==> config.mk <==
export PLATFORM = sky130hd
export DESIGN_NAME = prog_seq_ctr
export DESIGN_NICKNAME = d
export VERILOG_FILES = /design/src/rtl/prog_seq_pkg.sv /design/src/rtl/start_edge_det.sv /design/src/rtl/prog_seq_ctr.sv
export SDC_FILE = /design/constraint.sdc
export NUM_CORES = 1
export LEC_CHECK = 0
export BUFFER_PORTS_ARGS = -buffer_cell sky130_fd_sc_hd__buf_2
export CAP_MARGIN = 20
export CORE_AREA = 2 2 86 88
export CTS_CLUSTER_SIZE = 25
export DETAILED_ROUTE_END_ITERATION = 12
export DIE_AREA = 0 0 88 90
export GPL_TIMING_DRIVEN = 1
export PLACE_DENSITY_LB_ADDON = 0.2
export SLEW_MARGIN = 10
export SYNTH_ARGS = -nofsm -noshare
export SYNTH_HDL_FRONTEND = slang
export SYNTH_SLANG_ARGS = --single-unit
==> constraint.sdc <==
create_clock -name Clk -period 2.5 [get_ports Clk]
set_input_delay 0.25 -clock Clk [delete_from_list [all_inputs] [get_ports Clk]]
set_output_delay 0.25 -clock Clk [all_outputs]
set_load 0.1 [all_outputs]
==> src/rtl/prog_seq_pkg.sv <==
// Shared types and default entry table for the multi-program sequencer.
// Entry addresses follow the instruction-ROM layout of the test programs.
package prog_seq_pkg;

    typedef enum logic [1:0] {
        IDLE,
        ARMED,
        RUN,
        DONE
    } state_t;

    localparam int DEF_L = 10;

    localparam logic [DEF_L-1:0] ENTRY_P0 = 10'd0;
    localparam logic [DEF_L-1:0] ENTRY_P1 = 10'd190;
    localparam logic [DEF_L-1:0] ENTRY_P2 = 10'd380;
    localparam logic [DEF_L-1:0] ENTRY_P3 = 10'd570;

    localparam logic [4*DEF_L-1:0] DEF_ENTRY = {
        ENTRY_P3,
        ENTRY_P2,
        ENTRY_P1,
        ENTRY_P0
    };

endpackage

==> src/rtl/start_edge_det.sv <==
// Registers the testbench Start level and flags its rising/falling edges.
// A cleared start_r makes a Start held through reset look like a rise.
module start_edge_det (
    input  logic Clk,
    input  logic Reset,
    input  logic Start,
    output logic rise,
    output logic fall
);

    logic start_r;

    always_ff @(posedge Clk) begin
        if (Reset) begin
            start_r <= 1'b0;
        end else begin
            start_r <= Start;
        end
    end

    assign rise = Start & ~start_r;
    assign fall = ~Start & start_r;

endmodule

==> src/rtl/prog_seq_ctr.sv <==
// Multi-program PC: launches entry points on Start pulses and steps the
// PC with halt, stall, absolute and relative (modulo 2^L) branches.
module prog_seq_ctr
    import prog_seq_pkg::*;
#(
    parameter int L     = 10,
    parameter int NPROG = 4,
    parameter int OFFW  = 8,
    parameter logic [NPROG*L-1:0] ENTRY = DEF_ENTRY,
    localparam int PW   = (NPROG > 1) ? $clog2(NPROG) : 1
) (
    input  logic          Clk,
    input  logic          Reset,
    input  logic          Start,
    input  logic          Halt,
    input  logic          Stall,
    input  logic          BranchAbs,
    input  logic          BranchUp,
    input  logic          BranchDown,
    input  logic [OFFW-1:0] PCTarget,
    input  logic [L-1:0]  AbsTarget,
    output logic [L-1:0]  ProgCtr,
    output logic [PW-1:0] ProgIdx,
    output logic          Running,
    output logic          Done,
    output logic          Exhausted,
    output logic          Wrap
);

    localparam int NW = $clog2(NPROG + 1);
    localparam logic [NW-1:0] NP = NW'(NPROG);

    state_t        state;
    logic [NW-1:0] next_prog;
    logic          rise;
    logic          fall;

    logic [L:0]    tgt_x;
    logic [L:0]    up_sum;
    logic [L:0]    dn_sum;
    logic [L-1:0]  inc_pc;
    logic [L-1:0]  entry_pc;

    start_edge_det u_edge (
        .Clk   (Clk),
        .Reset (Reset),
        .Start (Start),
        .rise  (rise),
        .fall  (fall)
    );

    // Bit L of the extended result is the carry/borrow that drives Wrap.
    assign tgt_x  = {{(L + 1 - OFFW){1'b0}}, PCTarget};
    assign up_sum = {1'b0, ProgCtr} - tgt_x;
    assign dn_sum = {1'b0, ProgCtr} + tgt_x;
    assign inc_pc = ProgCtr + L'(1);

    always_comb begin
        entry_pc = '0;
        for (int k = 0; k < NPROG; k++) begin
            if (next_prog == NW'(k)) begin
                entry_pc = ENTRY[k*L +: L];
            end
        end
    end

    always_ff @(posedge Clk) begin
        if (Reset) begin
            state     <= IDLE;
            ProgCtr   <= '0;
            ProgIdx   <= '0;
            next_prog <= '0;
            Running   <= 1'b0;
            Done      <= 1'b0;
            Exhausted <= 1'b0;
            Wrap      <= 1'b0;
        end else begin
            Wrap <= 1'b0;
            unique case (state)
                IDLE, DONE: begin
                    if (rise) begin
                        if (next_prog < NP) begin
                            state   <= ARMED;
                            Running <= 1'b0;
                            Done    <= 1'b0;
                        end else begin
                            Exhausted <= 1'b1;
                        end
                    end
                end
                ARMED: begin
                    if (fall) begin
                        ProgCtr   <= entry_pc;
                        ProgIdx   <= next_prog[PW-1:0];
                        next_prog <= next_prog + NW'(1);
                        state     <= RUN;
                        Running   <= 1'b1;
                        Done      <= 1'b0;
                    end
                end
                RUN: begin
                    if (Halt) begin
                        state   <= DONE;
                        Running <= 1'b0;
                        Done    <= 1'b1;
                    end else if (!Stall) begin
                        if (BranchAbs) begin
                            ProgCtr <= AbsTarget;
                        end else if (BranchUp) begin
                            ProgCtr <= up_sum[L-1:0];
                            Wrap    <= up_sum[L];
                        end else if (BranchDown) begin
                            ProgCtr <= dn_sum[L-1:0];
                            Wrap    <= dn_sum[L];
                        end else begin
                            ProgCtr <= inc_pc;
                        end
                    end
                end
                default: begin
                    state   <= IDLE;
                    Running <= 1'b0;
                    Done    <= 1'b0;
                end
            endcase
        end
    end

endmodule

==> results of run 1 <==
==> routing by layer <==
metal  GRT usage, %  vias up
li1               -     1118
met1           23.4     1031
met2           25.6       66
met3           2.75        6
met4           2.44        0
met5              0        -
==> metrics by stage <==
stage	util, %	instances	hold WS, ns
after floorplan	-	288	0.328
after global placement	35.4	418	0.466
after detailed placement	35.4	418	0.467
after CTS	36.1	422	0.182
after global routing	36.1	422	0.194
final	36.1	422	0.190
==> placed cells by master, fill, tap and decap left out, types with 2 or more instances in the layout <==
master and count:
dfxtp_2 6, nand3b_1 3, ha_1 24, o211ai_1 2
and2_1 2, o22ai_1 4, a221o_1 5, dfxtp_1 16
o311ai_0 2, a21oi_1 24, inv_1 28, buf_2 41
a211oi_1 6, buf_4 3, xnor2_1 5, o21a_1 3
and3_1 2, fa_1 2, nor3_1 4, mux2i_1 5
nor4_1 2, nor2b_1 8, nand2_1 17, o21ai_0 18
nand3_1 11, a31oi_1 6, a221oi_1 2, nand2b_1 3
o221ai_1 3, clkbuf_8 4, o31ai_1 3, o2111ai_1 2
xor2_1 4, nor2_1 28
==> logic make-up (layout without fill, tap and decap cells) <==
logic type / Yosys count / in the layout / share of synthesized area [%]
and+or+nand+nor: 88 / 88 / 19.8
AOI/OAI and AO/OA: 97 / 97 / 30.6
adders and majority gates: 26 / 26 / 15.5
muxes: 5 / 5 / 2.27
DFF: 22 / 22 / 20.0
xor gates and xnor gates: 9 / 9 / 3.58
buffers and inverters: 41 / 76 / 8.35
==> sequential cells by signal (all words and copies together) (netlist names) <==
name            cells
Done                1
Exhausted           1
ProgCtr            10
ProgIdx             2
Running             1
Wrap                1
next_prog           3
state               2
u_edge.start_r      1
==> worst paths after layout <==
kind | endpoint | slack (ns) | cells past startpoint
setup / recovery | ProgCtr[4]$_SDFFE_PP0P_ | 0.30 | 8
setup reg to reg | ProgCtr[4]$_SDFFE_PP0P_ | 0.30 | 8
hold reg to reg | Exhausted$_SDFFE_PP0P_ | 0.49 | 2
hold / removal | Wrap$_SDFF_PP0_ | 0.19 | 2
==> layout make-up <==
class                           count  area (µm²)  area share [%]
Clock buffer                        4        55.1            2.17
Inverter                           28         105            4.14
Multi-Input combinational cell    225        1580            62.2
Sequential cell                    22         448            17.7
Tap cell                           99         124            4.88
Timing Repair Buffer               44         228            8.97
==> power groups by stage <==
stage | Combinational [mW] | Sequential (mW) | Clock, mW
2_1_floorplan | 0.742 | 0.797 | 0
3_3_place_gp | 1.27 | 0.527 | 0
3_5_place_dp | 1.26 | 0.530 | 0
4_1_cts | 1.27 | 0.523 | 0.273
5_1_grt | 1.40 | 0.534 | 0.283
6_report | 1.27 | 0.520 | 0.260
==> metrics.cfg, run 1 <==
[logic_synthesis]
ys_dominant_reg_cell=dfxtp_1
synth-seq-area-share_pct=20.0
syn_nets=340
synth_seq_cells=22
yosysWarnings=0
yosys-top-cells-area=dfxtp_1, ha_1, a21oi_1
synth_cell_types=60
synth_area_per_cell_um2=7.65
netlist_area_um2=2200
synth_edf_count=0
synth_top_cell_by_area=dfxtp_1
synth_top_area_share_pct=20.0
netlist_top_cells_count=inv_1, nor2_1, a21oi_1, ha_1, dfxtp_1
async_reset_ff_share_pct=0
syn-instance-count=288

[worst_setup_path]
worstSetupStartpointType=flip-flop
cpPeakStageDelay_ns=0.41
critPathLaunch=ProgCtr[0]$_SDFFE_PP0P_
cp_cell_sequence=ha_1 -> fa_1 -> nor2b_1 -> o21ai_0 -> a21oi_1 -> nand3b_1 -> a221oi_1 -> o32ai_1
r2r_start=ProgCtr[0]$_SDFFE_PP0P_
arrival_ns=2.34
end_kind=flip-flop
crit_type=flip-flop to flip-flop
critical_path.n_buffers_inverters=0
worstPathMaxFanout=8
cp_slowest_cell=fa_1
critPathRequiredTime_ns=2.64
critPathTopFamily=compound AO/OA/AOI/OAI gates

[route]
dr.pass1.iters=4
drcViolationCount=0
routedWlPerCell_um=14.9
vias=2221
met1_length_mm=2.98
top_layer_used=met4
dr_wl_met3_um=313
wl_met2_mm=2.92
drt_iter0_markers=196
antenna_left=0
drt-total-wl_mm=6.29
vias_per_cell=5.26

[worst_hold_path]
hold_class=input port to flip-flop
hold_start=Stall

[sta]
relSlewSlack_pct=63.5
fmax_mhz=454
min_period_ns=2.20
rsz0062_at_grt=no
maxSlewViolCount=0
tns_ns=0
finalCritPeriodShare_pct=88.0
skew_ns=0.00468
setup_ws_ns=0.299
finalHoldViolations=0
setup_violations=0
worst_pin_slew_ns=0.545

[placement]
pre_cts_ws_ns=0.311
place_area_um2=2480
place_hpwl_mm=4.90
place.gp.congestion=0.901
port_buffers=41

[clock_network]
cts_buffers=3
cts_tree=built
clk_path_buf_depth=2
cts_root_buf=clkbuf_8
htreeDepth=1
cts_resized=0
clk_pin_slew_worst_paths_ns=0.08
clkLatencyLatePin_ns=0.26
cts_sinks=22
post_cts_buffers=0
ctsHoldBuffers=0

[power_and_ir_drop]
power_density_nw_per_um2=810
p_total_mw=2.05
switchingPower_mw=1.08
comb_power_share_pct=62.0
switching_share_pct=52.6
ir_drop_uv=342
pwr-share-clk_pct=12.7
leakagePower_nw=1.09
p_int_mw=0.973
p_seq_share_pct=25.3

[status]
outcome=completed

[grt]
antenna_found_initial=0
grt_max_degree=19
grt_pass1_vias=2150
track_usage_pct=16.2
grt_pass1_wl_mm=10.5
overflow=0

[die]
core_area_um2=7020
dieArea_um2=7920
pin_count=42
start_util_pct=31.4
dieHeight_um=90
die_w_um=88
rows=31

[cells_and_area]
nets=376
layout-drive-gt1-share_pct=18.9
fin_area_um2=2540
area_growth_pct=15.2
fill_cells=782
antenna_cells=0

[flow_run]
cap_violations=0

(Power assumes the default switching activity.)
==> inputs of run 2 (changes only) <==
--- a/config.mk
+++ b/config.mk
@@ -7,10 +7,10 @@
 export LEC_CHECK = 0
 export BUFFER_PORTS_ARGS = -buffer_cell sky130_fd_sc_hd__buf_2
 export CAP_MARGIN = 20
-export CORE_AREA = 2 2 86 88
+export CORE_AREA = 2 2 70 72
 export CTS_CLUSTER_SIZE = 25
 export DETAILED_ROUTE_END_ITERATION = 12
-export DIE_AREA = 0 0 88 90
+export DIE_AREA = 0 0 72 74
 export GPL_TIMING_DRIVEN = 1
 export PLACE_DENSITY_LB_ADDON = 0.2
 export SLEW_MARGIN = 10
==> metrics.cfg, run 2 (synthesized netlist as in run 1, its figures left out) <==
[power_and_ir_drop]
leakagePower_nw=1.08
power_density_nw_per_um2=811
p_total_mw=2.00
ir_drop_uv=418

[route]
dr.pass1.iters=4
vias_per_cell=5.84
antenna_left=0
drt_iter0_markers=134
drt-total-wl_mm=5.61
routedWlPerCell_um=14.9
drcViolationCount=0
vias=2197

[sta]
fmax_mhz=453
min_period_ns=2.21
setup_violations=0
rsz0062_at_grt=no
relSlewSlack_pct=63.5
worst_pin_slew_ns=0.545
finalHoldViolations=0
skew_ns=0.00240
finalCritPeriodShare_pct=88.3
maxSlewViolCount=0
tns_ns=0

[cells_and_area]
antenna_cells=0
largest_reg_flops=10
fin_cells=376
fill_cells=477
post-route-util_pct=53.7
nets=376
area_growth_pct=12.0
layout_commonest_cell=buf_2
top_regs=ProgCtr (10), next_prog (3)
layout-drive-gt1-share_pct=18.6
layout_common_cells=buf_2, inv_1, nor2_1
top_register=ProgCtr

[placement]
placed_cells=373
place.gp.congestion=0.893
port_buffers=41
place_hpwl_mm=4.42

[worst_setup_path]
cp_cell_sequence=inv_1 -> ha_1 -> fa_1 -> nor2b_1 -> o21bai_1 -> a21oi_1 -> o221ai_1 -> a21o_1 -> a31oi_1
critPathRequiredTime_ns=2.68
critPathLaunch=ProgCtr[0]$_SDFFE_PP0P_
r2r_start=ProgCtr[0]$_SDFFE_PP0P_
worstPathMaxFanout=8
crit_type=flip-flop to flip-flop
arrival_ns=2.39
cpPeakStageDelay_ns=0.43
end_kind=flip-flop
cp_slowest_cell=fa_1
worstSetupStartpointType=flip-flop

[grt]
grt_pass1_wl_mm=9.38
grt_pass1_vias=2006
overflow=0
antenna_found_initial=0
track_usage_pct=21.7
grt_max_degree=19

[die]
rows=25
dieArea_um2=5330
pin_count=42
start_util_pct=47.9
core_area_um2=4600
die_w_um=72
dieHeight_um=74

[clock_network]
cts_resized=0
clk_pin_slew_worst_paths_ns=0.08
htreeDepth=1
ctsHoldBuffers=0
cts_sinks=22
cts_buffers=3
clk_path_buf_depth=2
cts_tree=built
clkLatencyLatePin_ns=0.26
post_cts_buffers=0
cts_root_buf=clkbuf_8

[flow_run]
cap_violations=0

[worst_hold_path]
hold_start=Stall
hold_class=input port to flip-flop

[status]
outcome=completed

run 2: changes by cell type in the layout (fill, tap and decap cells not counted):
| cell | delta |
|---|---|
| clkbuf_8 | -1 |
run 2: report_power, final:
part | switching [mW] | leakage (nW) | internal (mW)
combinational | 0.849 | 0.876 | 0.414
sequential | 0.101 | 0.182 | 0.419
clock | 0.112 | 0.0216 | 0.108
total | 1.06 | 1.08 | 0.940
run 2: worst paths after layout:
kind,end,slack (ns),cells after the start
max,ProgCtr[6]$_SDFFE_PP0P_,0.29,9
min,Wrap$_SDFF_PP0_,0.16,2
max reg2reg,ProgCtr[6]$_SDFFE_PP0P_,0.29,9
min reg2reg,Exhausted$_SDFFE_PP0P_,0.48,2
run 2: stage by stage:
| step | instance area (µm²) | hold WS, ns | setup WS, ns |
|---|---|---|---|
| finish | 2470 | 0.163 | 0.293 |
| CTS | 2470 | 0.156 | 0.316 |
| detailed placement | 2430 | 0.435 | 0.340 |
| global placement | 2430 | 0.441 | 0.384 |
| global route | 2470 | 0.152 | 0.145 |
| floorplan | 2210 | 0.328 | 0.00890 |
run 2: area by class of cell:
type,instances,area [µm²],share of cell area (%)
multi-input combinational,225,1580,63.9
sequential,22,448,18.2
timing repair buffer,44,228,9.23
inverter,28,105,4.26
tap,54,67.6,2.74
clock buffer,3,41.3,1.67
run 2: routing by layer:
metal | wire length, µm | vias up | global-route usage, %
met2 | 2590 | 69 | 35.7
li1 | - | 1115 | -
met5 | 0 | - | 0
met3 | 282 | 9 | 3.39
met4 | 58 | 0 | 2.73
met1 | 2680 | 1004 | 31.1
run 2: worst max-delay path, delay by kind of cell, from the launching register on:
kind                     cells  cell delay (ns)
AO/OA/AOI/OAI                5             0.82
adder cells (fa/ha/maj)      2             0.64
buffers and inverters        1             0.08
flip-flops                   1             0.41
AND/OR/NAND/NOR              1             0.17
==> inputs of run 3 (changes only) <==
--- a/config.mk
+++ b/config.mk
@@ -7,13 +7,14 @@
 export LEC_CHECK = 0
 export BUFFER_PORTS_ARGS = -buffer_cell sky130_fd_sc_hd__buf_2
 export CAP_MARGIN = 20
-export CORE_AREA = 2 2 70 72
+export CORE_AREA = 2 2 71 73
 export CTS_CLUSTER_SIZE = 25
 export DETAILED_ROUTE_END_ITERATION = 12
-export DIE_AREA = 0 0 72 74
+export DIE_AREA = 0 0 73 75
 export GPL_TIMING_DRIVEN = 1
 export PLACE_DENSITY_LB_ADDON = 0.2
 export SLEW_MARGIN = 10
 export SYNTH_ARGS = -nofsm -noshare
 export SYNTH_HDL_FRONTEND = slang
+export SYNTH_HIERARCHICAL = 1
 export SYNTH_SLANG_ARGS = --single-unit
==> metrics.cfg, run 3 <==
[worst_setup_path]
cp_cell_sequence=ha_1 -> nand2b_4 -> a221o_1 -> a2111oi_1 -> o21ai_0 -> and4_1 -> a311o_1
critPathRequiredTime_ns=2.65
end_kind=flip-flop
critPathTopFamily=compound AO/OA/AOI/OAI gates
critical_path.n_buffers_inverters=0
arrival_ns=2.51
worstSetupStartpointType=flip-flop
cpPeakStageDelay_ns=0.47
cp_slowest_cell=a2111oi_1
critPathLaunch=ProgCtr[1]$_SDFFE_PP0P_
worstPathMaxFanout=5
crit_type=flip-flop to flip-flop
r2r_start=ProgCtr[1]$_SDFFE_PP0P_

[grt]
antenna_found_initial=0
grt_pass1_vias=2179
overflow=0
track_usage_pct=24.0
grt_pass1_wl_mm=10.3
grt_max_degree=22

[flow_run]
cap_violations=0

[status]
outcome=completed

[sta]
skew_ns=0.00568
rsz0062_at_grt=no
hold-worst-slack_ns=0.167
relSlewSlack_pct=63.9
tns_ns=0
finalHoldViolations=0
fmax_mhz=425
setup_violations=0
finalCritPeriodShare_pct=94.0
worst_pin_slew_ns=0.540
min_period_ns=2.35
maxSlewViolCount=0

[logic_synthesis]
netlist_top_cells_count=nor2_1, ha_1, inv_1
synth_cell_types=58
ys_dominant_reg_cell=dfxtp_1
netlist_area_um2=2300
yosys-top-cells-area=dfxtp_1, ha_1, nor2_1
synth_edf_count=0
synth_top_cell_by_area=dfxtp_1
synth.most_common_cell=nor2_1
synth-seq-area-share_pct=19.1
async_reset_ff_share_pct=0
synth_area_per_cell_um2=7.49
synth_seq_cells=22
syn_nets=359
syn-instance-count=307
synth_top_area_share_pct=19.1
yosysWarnings=6

[die]
core_area_um2=4660
dieHeight_um=75
start_util_pct=49.4
die_w_um=73
pin_count=42
dieArea_um2=5480
rows=25

[worst_hold_path]
hold_start=Stall
hold_class=input port to flip-flop

[cells_and_area]
layout_common_cells=buf_2, nor2_1, ha_1
antenna_cells=0
layout-drive-gt1-share_pct=19.8
largest_reg_flops=10
area_growth_pct=16.2
layout_commonest_cell=buf_2
top_register=ProgCtr
fin_area_um2=2670
nets=402
fin_cells=403
top_regs=ProgCtr (10), next_prog (3)

[clock_network]
clk_pin_slew_worst_paths_ns=0.09
post_cts_buffers=0
htreeDepth=1
clk_path_buf_depth=2
ctsHoldBuffers=0
clkLatencyLatePin_ns=0.27
cts_sinks=22
cts_buffers=3
cts_tree=built
cts_root_buf=clkbuf_8

[power_and_ir_drop]
leakagePower_nw=1.17
ir_drop_uv=560
power_density_nw_per_um2=1050

[route]
drt_iter0_markers=248
met1_length_mm=2.90
dr_wl_met3_um=458
top_layer_used=met4
drcViolationCount=0
vias_per_cell=6.04
wl_met2_mm=3.04
drt-total-wl_mm=6.49
antenna_left=0
routedWlPerCell_um=16.1
vias=2436
dr.pass1.iters=5

[placement]
place_hpwl_mm=5.01
place_area_um2=2630
place.gp.congestion=0.882
port_buffers=41
placed_cells=399

run 3: report_power, final:
part / total (mW) / switching, mW / internal [mW] / leakage, nW
sequential: 0.566 / 0.117 / 0.449 / 0.184
combinational: 2.00 / 1.33 / 0.667 / 0.966
clock: 0.237 / 0.123 / 0.114 / 0.0228
run 3: timing repair:
item / in CTS / in global routing
setup endpoints to repair: 0 / 1
gates resized for setup: 0 / 2
hold endpoints to repair: 0 / 0
run 3: path summary, 6_finish.rpt:
path | cells past startpoint | slack (ns) | endpoint
hold / removal | 2 | 0.17 | Wrap$_SDFF_PP0_
hold reg to reg | 2 | 0.48 | Exhausted$_SDFFE_PP0P_
setup / recovery | 7 | 0.15 | ProgCtr[9]$_SDFFE_PP0P_
setup reg to reg | 7 | 0.15 | ProgCtr[9]$_SDFFE_PP0P_
run 3: layer usage:
layer,GRT usage (%),vias to the layer above
li1,-,1201
met1,33.1,1110
met2,40.7,115
met3,2.68,10
met4,5.14,0
met5,0,-
run 3: area by class of cell:
type / instances / area [µm²]
inverters: 24 / 90.1
repair buffers: 53 / 295
well taps: 54 / 67.6
flip-flops and latches: 22 / 460
clock buffers: 4 / 45.0
fillers: 452 / 1990
multi-input cells: 246 / 1720
run 3: cell families (layout without fill, tap and decap cells):
logic type                 after synthesis  in the layout  share of synthesized area (%)
muxes                                    7              7                           3.10
and+or+nand+nor                        106            106                           23.6
AOI/OAI and AO/OA                       95             95                           28.4
DFF                                     22             22                           19.1
buffers and inverters                   39             81                           6.42
xor gates and xnor gates                12             12                           4.57
adders and majority gates               26             26                           14.8
run 3: per-stage QoR:
| step | total power, mW | worst slack (ns) | utilization (%) |
|---|---|---|---|
| final | 2.80 | 0.149 | 57.4 |
| after global routing | 3.00 | 0.00369 | 57.4 |
| after CTS | 2.78 | 0.175 | 57.3 |
| after detailed placement | 2.53 | 0.0955 | 56.3 |
| after global placement | 2.51 | 0.119 | 56.3 |
| after floorplan | 2.05 | 0.0331 | - |
run 3: worst reg2reg max path, cell delays in order (launching register included):
cell and delay [ns]:
dfxtp_4 0.37, ha_1 0.29, nand2b_4 0.15, a221o_1 0.35, a2111oi_1 0.47, o21ai_0 0.13
and4_1 0.22, a311o_1 0.26
